### config.mk
export PLATFORM = sky130hd
export DESIGN_NAME = motoro3_step_sequencer_flat
export DESIGN_NICKNAME = d
export VERILOG_FILES = /design/src/rtl/motoro3_pkg.sv /design/src/rtl/motoro3_step_sequencer_if.sv /design/src/rtl/motoro3_step_counter.sv /design/src/rtl/motoro3_step_sequencer.sv /design/src/flat_wrapper.sv
export SDC_FILE = /design/constraint.sdc
export NUM_CORES = 1
export LEC_CHECK = 0
export BUFFER_PORTS_ARGS = -buffer_cell sky130_fd_sc_hd__buf_2
export CORE_AREA = 5 5 144 146
export CTS_CLUSTER_DIAMETER = 60
export DETAILED_ROUTE_END_ITERATION = 8
export DIE_AREA = 0 0 149 151
export GPL_TIMING_DRIVEN = 0
export SYNTH_ARGS = -nofsm -noshare
export SYNTH_HDL_FRONTEND = slang
export SYNTH_HIERARCHICAL = 1
export SYNTH_SLANG_ARGS = --single-unit
### constraint.sdc
create_clock -name clk -period 4.36 [get_ports clk]
set_input_delay 0.654 -clock clk [delete_from_list [all_inputs] [get_ports clk]]
set_output_delay 0.654 -clock clk [all_outputs]
set_load 0.005 [all_outputs]
### src/rtl/motoro3_pkg.sv
// motoro3_pkg
// Shared definitions for the motoro3 step sequencer slice: FSM state
// encoding, the idle/maximum commutation step codes, the minimum step and
// alignment lengths, and a small clamp helper used when latching lengths.
package motoro3_pkg;

    typedef enum logic [1:0] {
        ST_IDLE     = 2'd0,
        ST_ALIGN    = 2'd1,
        ST_RUN      = 2'd2,
        ST_STOPPING = 2'd3
    } seqState_t;

    localparam logic [3:0]  SG_STEP_IDLE  = 4'd15;
    localparam logic [3:0]  SG_STEP_MAX   = 4'd11;
    localparam logic [24:0] STEP_LEN_MIN  = 25'd4;
    localparam logic [24:0] ALIGN_LEN_MIN = 25'd1;

    // Raise a requested length to a floor so the First/Last decodes never collide.
    function automatic logic [24:0] clampLen(input logic [24:0] len, input logic [24:0] minLen);
        return (len < minLen) ? minLen : len;
    endfunction

endpackage

### src/rtl/motoro3_step_sequencer_if.sv
// motoro3_step_sequencer_if
// Groups the sequencer's control inputs and status outputs into one bundle.
//   start, stop, dirRev         : run/stop request pulses and step direction
//   m3r_stepLen, m3r_alignLen   : clocks per commutation step / alignment dwell
//   sgStep, m3cnt               : current step (15 = idle) and position in step
//   m3cntFirst1/2, m3cntLast1/2 : step-edge strobes
//   pwmActive1, busy            : PWM enable and not-idle status
// modport master drives the requests (controller side); slave is the sequencer.
interface motoro3_step_sequencer_if;

    logic        start;
    logic        stop;
    logic        dirRev;
    logic [24:0] m3r_stepLen;
    logic [24:0] m3r_alignLen;
    logic [3:0]  sgStep;
    logic [24:0] m3cnt;
    logic        m3cntFirst1;
    logic        m3cntFirst2;
    logic        m3cntLast1;
    logic        m3cntLast2;
    logic        pwmActive1;
    logic        busy;

    modport master (
        output start, stop, dirRev, m3r_stepLen, m3r_alignLen,
        input  sgStep, m3cnt, m3cntFirst1, m3cntFirst2, m3cntLast1, m3cntLast2,
               pwmActive1, busy
    );

    modport slave (
        input  start, stop, dirRev, m3r_stepLen, m3r_alignLen,
        output sgStep, m3cnt, m3cntFirst1, m3cntFirst2, m3cntLast1, m3cntLast2,
               pwmActive1, busy
    );

endinterface

### src/rtl/motoro3_step_counter.sv
// motoro3_step_counter
// 25-bit wrap counter with a latched length and First/Last position decode.
//   clk, rst  : clock and synchronous active-high reset
//   load      : restart at 0 and latch lenIn (has priority over enable)
//   enable    : count; on the last position wrap to 0 and re-latch lenIn
//   lenIn     : already-clamped length to latch
//   cnt       : current position
//   atLast    : cnt is the last position of the latched length
//   first1/first2/last2/last1 : raw position decodes (0, 1, L-2, L-1)
module motoro3_step_counter
    import motoro3_pkg::*;
(
    input  logic        clk,
    input  logic        rst,
    input  logic        load,
    input  logic        enable,
    input  logic [24:0] lenIn,
    output logic [24:0] cnt,
    output logic        atLast,
    output logic        first1,
    output logic        first2,
    output logic        last2,
    output logic        last1
);

    logic [24:0] cntReg;
    logic [24:0] lenReg;

    // The length is only taken at load or wrap, so a mid-step change of the
    // requested length cannot stretch or cut the step in progress.
    always_ff @(posedge clk) begin
        if (rst) begin
            cntReg <= '0;
            lenReg <= STEP_LEN_MIN;
        end else if (load) begin
            cntReg <= '0;
            lenReg <= lenIn;
        end else if (enable) begin
            if (atLast) begin
                cntReg <= '0;
                lenReg <= lenIn;
            end else begin
                cntReg <= cntReg + 25'd1;
            end
        end
    end

    // Position decodes are purely combinational on the registered count.
    always_comb begin
        atLast = (cntReg == (lenReg - 25'd1));
        first1 = (cntReg == 25'd0);
        first2 = (cntReg == 25'd1);
        last2  = (cntReg == (lenReg - 25'd2));
        last1  = atLast;
        cnt    = cntReg;
    end

endmodule

### src/rtl/motoro3_step_sequencer.sv
// motoro3_step_sequencer
// Commutation step sequencer: on start it (optionally) dwells in an alignment
// phase on step 0, then walks sgStep through 0..11 (forward or reverse) with a
// configurable number of clocks per step, and finishes the current step
// cleanly on stop.
//   clk, rst : 10 MHz clock, synchronous active-high reset
//   bus      : motoro3_step_sequencer_if.slave (requests, lengths, step,
//              position, strobes, pwmActive1, busy)
// Optional feature macro: M3SEQ_ALIGN_EN enables the ALIGN phase and
// m3r_alignLen; without it start goes straight to RUN.
module motoro3_step_sequencer
    import motoro3_pkg::*;
(
    input  logic                     clk,
    input  logic                     rst,
    motoro3_step_sequencer_if.slave  bus
);

    seqState_t   state;
    seqState_t   stateNext;
    logic [3:0]  sgStepReg;
    logic [3:0]  sgStepNext;
    logic [3:0]  sgStepAdv;
    logic [24:0] stepLenEff;
    logic [24:0] lenSel;
    logic [24:0] cnt;
    logic        cntLoad;
    logic        cntEnable;
    logic        atLast;
    logic        cntFirst1;
    logic        cntFirst2;
    logic        cntLast2;
    logic        cntLast1;
    logic        stepPhase;

    // From IDLE the counter is preloaded with the alignment dwell when ALIGN
    // follows; every other load or wrap takes the step length.
`ifdef M3SEQ_ALIGN_EN
    logic [24:0] alignLenEff;
    always_comb begin
        stepLenEff  = clampLen(bus.m3r_stepLen, STEP_LEN_MIN);
        alignLenEff = clampLen(bus.m3r_alignLen, ALIGN_LEN_MIN);
        lenSel      = (state == ST_IDLE) ? alignLenEff : stepLenEff;
    end
`else
    logic [24:0] alignLenUnused;
    always_comb begin
        stepLenEff     = clampLen(bus.m3r_stepLen, STEP_LEN_MIN);
        lenSel         = stepLenEff;
        alignLenUnused = bus.m3r_alignLen;
    end
`endif

    motoro3_step_counter uStepCounter (
        .clk    (clk),
        .rst    (rst),
        .load   (cntLoad),
        .enable (cntEnable),
        .lenIn  (lenSel),
        .cnt    (cnt),
        .atLast (atLast),
        .first1 (cntFirst1),
        .first2 (cntFirst2),
        .last2  (cntLast2),
        .last1  (cntLast1)
    );

    // State and step registers; reset drops any partial step immediately.
    always_ff @(posedge clk) begin
        if (rst) begin
            state     <= ST_IDLE;
            sgStepReg <= SG_STEP_IDLE;
        end else begin
            state     <= stateNext;
            sgStepReg <= sgStepNext;
        end
    end

    // Next state, counter control and step advance. Stop always beats start,
    // start is only honoured from IDLE, and a stop in RUN lets the current
    // step run out before returning to IDLE without a further advance.
    always_comb begin
        stateNext = state;
        case (state)
            ST_IDLE: begin
                if (bus.start && !bus.stop) begin
`ifdef M3SEQ_ALIGN_EN
                    stateNext = ST_ALIGN;
`else
                    stateNext = ST_RUN;
`endif
                end
            end
`ifdef M3SEQ_ALIGN_EN
            ST_ALIGN: begin
                if (bus.stop) begin
                    stateNext = ST_IDLE;
                end else if (atLast) begin
                    stateNext = ST_RUN;
                end
            end
`endif
            ST_RUN: begin
                if (bus.stop) begin
                    stateNext = atLast ? ST_IDLE : ST_STOPPING;
                end
            end
            ST_STOPPING: begin
                if (atLast) begin
                    stateNext = ST_IDLE;
                end
            end
            default: stateNext = ST_IDLE;
        endcase

        cntEnable = (state != ST_IDLE);
        cntLoad   = (state == ST_IDLE) || (stateNext == ST_IDLE) ||
                    ((state == ST_ALIGN) && (stateNext == ST_RUN));

        if (bus.dirRev) begin
            sgStepAdv = (sgStepReg == 4'd0) ? SG_STEP_MAX : (sgStepReg - 4'd1);
        end else begin
            sgStepAdv = (sgStepReg == SG_STEP_MAX) ? 4'd0 : (sgStepReg + 4'd1);
        end

        sgStepNext = sgStepReg;
        if (stateNext == ST_IDLE) begin
            sgStepNext = SG_STEP_IDLE;
        end else if (state == ST_IDLE) begin
            sgStepNext = 4'd0;
        end else if ((state == ST_RUN) && atLast) begin
            sgStepNext = sgStepAdv;
        end
    end

    // Strobes are only meaningful while steps are being issued.
    always_comb begin
        stepPhase       = (state == ST_RUN) || (state == ST_STOPPING);
        bus.sgStep      = sgStepReg;
        bus.m3cnt       = cnt;
        bus.m3cntFirst1 = stepPhase && cntFirst1;
        bus.m3cntFirst2 = stepPhase && cntFirst2;
        bus.m3cntLast2  = stepPhase && cntLast2;
        bus.m3cntLast1  = stepPhase && cntLast1;
        bus.pwmActive1  = (state != ST_IDLE);
        bus.busy        = (state != ST_IDLE);
    end

endmodule

### src/flat_wrapper.sv
// flat-port wrapper written by rule: the top's interface ports become plain ports
module motoro3_step_sequencer_flat import motoro3_pkg::*;
  (clk, rst, bus_start, bus_stop, bus_dirRev, bus_m3r_stepLen, bus_m3r_alignLen, bus_sgStep, bus_m3cnt, bus_m3cntFirst1, bus_m3cntFirst2, bus_m3cntLast1, bus_m3cntLast2, bus_pwmActive1, bus_busy);
  motoro3_step_sequencer_if bus_i ();
  input  logic clk;
  input  logic rst;
  input wire logic [$bits(bus_i.start)-1:0] bus_start;
  input wire logic [$bits(bus_i.stop)-1:0] bus_stop;
  input wire logic [$bits(bus_i.dirRev)-1:0] bus_dirRev;
  input wire logic [$bits(bus_i.m3r_stepLen)-1:0] bus_m3r_stepLen;
  input wire logic [$bits(bus_i.m3r_alignLen)-1:0] bus_m3r_alignLen;
  output wire logic [$bits(bus_i.sgStep)-1:0] bus_sgStep;
  output wire logic [$bits(bus_i.m3cnt)-1:0] bus_m3cnt;
  output wire logic [$bits(bus_i.m3cntFirst1)-1:0] bus_m3cntFirst1;
  output wire logic [$bits(bus_i.m3cntFirst2)-1:0] bus_m3cntFirst2;
  output wire logic [$bits(bus_i.m3cntLast1)-1:0] bus_m3cntLast1;
  output wire logic [$bits(bus_i.m3cntLast2)-1:0] bus_m3cntLast2;
  output wire logic [$bits(bus_i.pwmActive1)-1:0] bus_pwmActive1;
  output wire logic [$bits(bus_i.busy)-1:0] bus_busy;
  assign bus_i.start = bus_start;
  assign bus_i.stop = bus_stop;
  assign bus_i.dirRev = bus_dirRev;
  assign bus_i.m3r_stepLen = bus_m3r_stepLen;
  assign bus_i.m3r_alignLen = bus_m3r_alignLen;
  assign bus_sgStep = bus_i.sgStep;
  assign bus_m3cnt = bus_i.m3cnt;
  assign bus_m3cntFirst1 = bus_i.m3cntFirst1;
  assign bus_m3cntFirst2 = bus_i.m3cntFirst2;
  assign bus_m3cntLast1 = bus_i.m3cntLast1;
  assign bus_m3cntLast2 = bus_i.m3cntLast2;
  assign bus_pwmActive1 = bus_i.pwmActive1;
  assign bus_busy = bus_i.busy;
  motoro3_step_sequencer u_core (.clk(clk), .rst(rst), .bus(bus_i));
endmodule
==> Word-level counts from Yosys, hierarchy flattened <==
Cells that the tools add are included.
{ "totals": {"reg_bits": 56, "latchBits": 0, "ram_bits": 0, "rom_bits": 0, "input_bits": 55, "out_inout_bits": 35, "elab_cells": 55, "memories": 0} }
{ "classes": {"n_addsub": 5, "mul": 0, "div": 0, "magnitude_cmp": 1, "n_eq_ne": 8, "shifts": 0, "n_mux": 15, "bitwise_logic": 0, "n_reduce_logical": 22} }
{ "op_table": {"columns": ["cell", "count"], "rows": [
  ["25-bit two-way mux", 5],
  ["25-bit equality test", 2],
  ["25-bit by 1-bit adder with 25-bit output, second input constant", 1],
  ["25-bit by 1-bit equality test with 1-bit output, second input constant", 1],
  ["25-bit logical NOT", 1],
  ["25-bit by 3-bit < comparator with 1-bit output, second input constant", 1],
  ["25-bit by 1-bit subtractor with 25-bit output, second input constant", 1],
  ["25-bit by 2-bit subtractor with 25-bit output, second input constant", 1],
  ["4-bit two-way mux", 5],
  ["2-bit two-way mux", 4],
  ["2-bit nonzero test", 4],
  ["1-bit logical AND", 7],
  ["2-bit equality test, second input constant", 3],
  ["2-bit case mux with 3 select lines", 1],
  ["4-bit by 1-bit adder with 4-bit output, second input constant", 1],
  ["4-bit equality test, second input constant", 1],
  ["2-bit logical NOT", 2],
  ["4-bit logical NOT", 1],
  ["2-bit OR reduction", 2],
  ["4-bit by 1-bit subtractor with 4-bit output, second input constant", 1],
  ["1-bit logical OR", 3],
  ["2-bit by 1-bit equality test with 1-bit output, second input constant", 1],
  ["2-bit AND reduction", 1],
  ["1-bit logical NOT", 1]
]} }

==> Logic depth before layout (Yosys ltp) <==
{ "depth": {"ltp_word": 10, "depth_mapped": 17, "mapped_depth_nobuf": 15} }

==> Modules after synthesis <==
The synthesis kept the hierarchy.
{ "modules_own_cells": {"columns": ["module", "n_inst", "cells_each", "area_each_um2", "seq_area_each_um2"], "rows": [
  ["motoro3_step_counter", 1, 503, 3973.8, 1001.0],
  ["motoro3_step_sequencer", 1, 88, 590.6, 120.1]
]} }

==> Least setup slack after synthesis <==
No wires, ideal clock.
{ "synth_timing": {"path_kind": "register -> output", "start": "register u_core.uStepCounter.lenReg[2]", "end": "output port bus_m3cntLast1", "arrival_ps": 3043, "required_ps": 3706, "slack_ps": 663, "path_stages_with_launch": 14, "n_path_buf": 3, "path_cell_list": "dfxtp_1 -> clkbuf_1 -> inv_1 -> ha_1 -> clkbuf_1 -> nor4b_1 -> xor2_1 -> a2111oi_0 -> nand3_1 -> a211o_1 -> or4_1 -> nor4_1 -> buf_4 -> and2_1"} }
{ "synth_between": {"elab_chain_cells": 3} }
{ "synth_lines": {"columns": ["element", "line_no", "rtl"], "rows": [
  ["start, declared", "motoro3_step_counter.sv:27", "logic [24:0] lenReg;"],
  ["start signal, assigned", "motoro3_step_counter.sv:37", "lenReg <= lenIn;"],
  ["start signal, assigned", "motoro3_step_counter.sv:41", "lenReg <= lenIn;"],
  ["25-bit by 1-bit subtractor with 25-bit output", "motoro3_step_counter.sv:50", "atLast = (cntReg == (lenReg - 25'd1));"],
  ["25-bit equality test", "motoro3_step_counter.sv:50", null],
  ["via u_core.atLast", "motoro3_step_sequencer.sv:29", "logic atLast;"],
  ["1-bit logical AND", "motoro3_step_sequencer.sv:144", "bus.m3cntLast1 = stepPhase && cntLast1;"],
  ["end, declared", "flat_wrapper.sv:16", "output wire logic [$bits(bus_i.m3cntLast1)-1:0] bus_m3cntLast1;"]
]} }
The timed path passes the listed nets, and every way through them passes these cells.

==> Final worst setup path <==
{ "layout_timing": {"start": "register u_core.uStepCounter.lenReg[3]", "end": "output port bus_m3cntLast2"} }
{ "layout_between": {"elab_chain_cells": 3} }
{ "layout_lines": {"columns": ["element", "line_no", "rtl"], "rows": [
  ["25-bit by 2-bit subtractor with 25-bit output", "motoro3_step_counter.sv:53", "last2 = (cntReg == (lenReg - 25'd2));"],
  ["25-bit equality test", "motoro3_step_counter.sv:53", null],
  ["via u_core.cntLast2", "motoro3_step_sequencer.sv:32", "logic cntLast2;"],
  ["1-bit logical AND", "motoro3_step_sequencer.sv:143", "bus.m3cntLast2 = stepPhase && cntLast2;"],
  ["end, declared", "flat_wrapper.sv:17", "output wire logic [$bits(bus_i.m3cntLast2)-1:0] bus_m3cntLast2;"]
]} }
The timed path passes the listed nets, and every way through them passes these cells.

==> run summary <==
Period minus WS final: 4.14 ns
Worst-path cell chain: clkbuf_1, nor4_4, buf_2, nand4_1, nor4_2, xnor2_1, nand2_1, nor4_1, nand3_1, a2111oi_4, and2_1, buf_2
Most common cell after layout, fill and taps aside: buf_2
Synth Warn #: 6
I/O pin cnt: 90
Worst-path maximum fanout: 10
Number of flops mapped to enable cells by yosys: 0
Final setup violation count: 0
Number of nets still failing antenna checks after routing: 0
Global-route wire length before repair: 21.9 mm
Worst-margin pin slew: 0.977 ns
CTS tree: yes
Crit-path leading delay family: simple AND/OR/NAND/NOR gates
Clock transition at path regs: 0.07 ns
RSZ-0062 raised after global routing: yes
Vias per Instance: 4.73
Final hold viol count: 0
Post-route insts no fill: 924
Die width: 149 um
Starting density of the core: 0.237
Max H-tree Level: 2
Vias: 4369
Drt wl/cell: 14.6 um
Vias in the first global route: 4144
Power, Total: 1.35 mW
Post-Syn Area: 0.00456 mm^2
CP bufs+invs: 3
Lkg Pwr: 2.02 nW
Max-Cap Viols: 0
Max transition margin: 0.343
CP endpoint kind: output port
Sink Count: 56
Syn Inst Count: 591
Synth top area share: 0.246
Num CTS Buffers: 5
Placed Cells: 919
HPWL Detailed: 10.7 mm
Initial antenna violation count: 0
PD cells: 247 mW/mm^2
Syn_area_per_cell: 7.72 um^2
Commonest cells after routing, fill and taps aside: 71 x buf_2, 55 x dfxtp_1, 53 x nor2_1
Clk_skew: 0.00871 ns
Gr ovfl total: 0
Diodes inserted: 0
IO Port Bufs: 63
RD Place Congestion: 0.931
Seq/Total Area, Yosys: 0.246
Yosys reg bits: 56
Req. time, crit path: 3.71 ns
FP Rows: 51
Status: completed
Cell taking the most area after synthesis: dfxtp_1
CP arrival: 3.49 ns
Worst skew pair latency: 0.31 ns
Tcrit/Tclk final: 0.950
Synth cell types: 68
Fraction of layout cells with a size suffix above 1: 0.175
Area growth syn-to-layout: 19.3%
Hold WC Path Type: reg2reg
Clock Tree Root: clkbuf_16
Core box area: 0.0193 mm^2
Slowest stage cell, crit path: nor4_4
Iter 0 DRT Violations: 322
Post-synth net total: 653
Die area: 0.0225 mm^2
Max VDD drop: 138 uV
DR pass1 iterations: 5
Clock Tree Buf Depth: 2
Fmax: 0.241 GHz
Die Span Y: 151 um
Crit-path most repeated cell: buf_2
Final routed DRC violation total: 0
Async set or reset register ratio after synthesis: 0
Fin nets: 721
CP Class: reg2out
CP startpoint kind: flip-flop
Total GRT Usage: 0.122
Top cells by area, synth: dfxtp_1 25%, nand2b_1 7.0%, xor2_1 6.7%
Largest net degree at the start of global routing: 17
Synth Flop Type: dfxtp_1
Final slew viol count: 0
Worst path max stage delay: 0.45 ns
Routed WL: 13.5 mm
state kept, by name, indices dropped and copies added, names as in the netlist:
signal                      cells
u_core/uStepCounter/cnt        25
u_core/state                    2
u_core/bus.sgStep               4
u_core/uStepCounter/lenReg     25
final cells by class:
| cell class | instances | area, um^2 |
|---|---|---|
| plain buffers | 60 | 304 |
| clock buffers | 5 | 125 |
| clock inverters | 2 | 12.5 |
| fillers | 2156 | 13800 |
| inverters | 15 | 56.3 |
| multi-input cells | 457 | 3170 |
| flip-flops and latches | 56 | 1120 |
| well taps | 265 | 332 |
| repair buffers | 64 | 323 |
synthesized netlist by cell type, types with 2 or more instances:
master and instances:
a2111oi_0 3, a211o_1 2, a21oi_1 5, a31oi_1 6, and2_1 8, and3_1 10
and4_1 2, buf_2 8, buf_4 4, buf_6 7, clkbuf_1 43, dfxtp_1 56
ha_1 7, inv_1 15, mux2i_1 28, nand2_1 37, nand2b_1 51, nand3_1 27
nand4_1 15, nor2_1 53, nor2b_1 7, nor3_1 13, nor3b_1 4, nor4_1 25
nor4_2 2, nor4b_1 4, o2111ai_1 3, o211ai_1 9, o21ai_0 17, o21ba_1 2
o311ai_1 2, o31a_1 3, o31ai_1 2, or2_2 3, or3_1 3, or4_1 6
or4_4 2, xnor2_1 33, xor2_1 35
metrics by stage:
stage	setup TNS (ns)	area, um^2	hold slack, ns	setup slack [ns]	utilization
3_3_place_gp	-13.94	5210	0.520	-0.622	0.270
6_report	0	5450	0.533	0.219	0.283
2_1_floorplan	0	4560	0.464	0.663	-
5_1_grt	-0.0207	5450	0.555	-0.0207	0.283
4_1_cts	0	5400	0.537	0.0266	0.280
3_5_place_dp	-15.73	5210	0.524	-0.541	0.270
path summary, 6_finish.rpt:
path / startpoint / endpoint / slack, ns / depth (start not counted)
worst max register to register: u_core/uStepCounter/lenReg[1]$_SDFFE_PP0P_ / u_core/uStepCounter/cnt[20]$_SDFFE_PP0P_ / 0.35 / 13
worst min register to register: u_core/uStepCounter/lenReg[24]$_SDFFE_PP0P_ / u_core/uStepCounter/lenReg[24]$_SDFFE_PP0P_ / 0.53 / 2
worst max-delay path: u_core/uStepCounter/lenReg[3]$_SDFFE_PP0P_ / bus_m3cntLast2 / 0.22 / 12
worst min-delay path: u_core/uStepCounter/lenReg[24]$_SDFFE_PP0P_ / u_core/uStepCounter/lenReg[24]$_SDFFE_PP0P_ / 0.53 / 2
power breakdown:
group / switching (mW) / total [mW] / leakage [nW] / internal (mW)
clock network: 0.195 / 0.405 / 0.0657 / 0.209
registers: 0.0339 / 0.569 / 0.458 / 0.535
logic: 0.216 / 0.372 / 1.50 / 0.156
total: 0.445 / 1.35 / 2.02 / 0.900
logic make-up after synthesis:
logic type               synth area share
XOR/XNOR                            0.130
multiplexers                       0.0614
flip-flops                          0.246
AO/OA/AOI/OAI                       0.113
adder cells (fa/ha/maj)            0.0192
AND/OR/NAND/NOR                     0.349
buffers and inverters              0.0814
metal layers:
metal / GRT usage / vias up / part of all wire
met5: 0 / - / 0
met4: 0.0435 / 0 / 0.019
met3: 0.0239 / 13 / 0.051
met2: 0.189 / 113 / 0.44
met1: 0.169 / 2038 / 0.49
li1: - / 2205 / -
repair_timing:
action / 4_1_cts / 5_1_grt
setup endpoints to repair: 53 / 42
buffers inserted: 0 / 1
hold buffers: 0 / 0
pin swaps: 0 / 0
gates resized for setup: 10 / 8
worst register-to-register path: cells and delay by family (launching register included):
| family | cells | cell delay, ns |
|---|---|---|
| fa+ha+maj | 1 | 0.23 |
| compound gates | 4 | 0.91 |
| simple gates | 6 | 1.99 |
| buf+inv | 2 | 0.43 |
| flops | 1 | 0.40 |
Note: power is estimated with default switching activity, not from simulation.
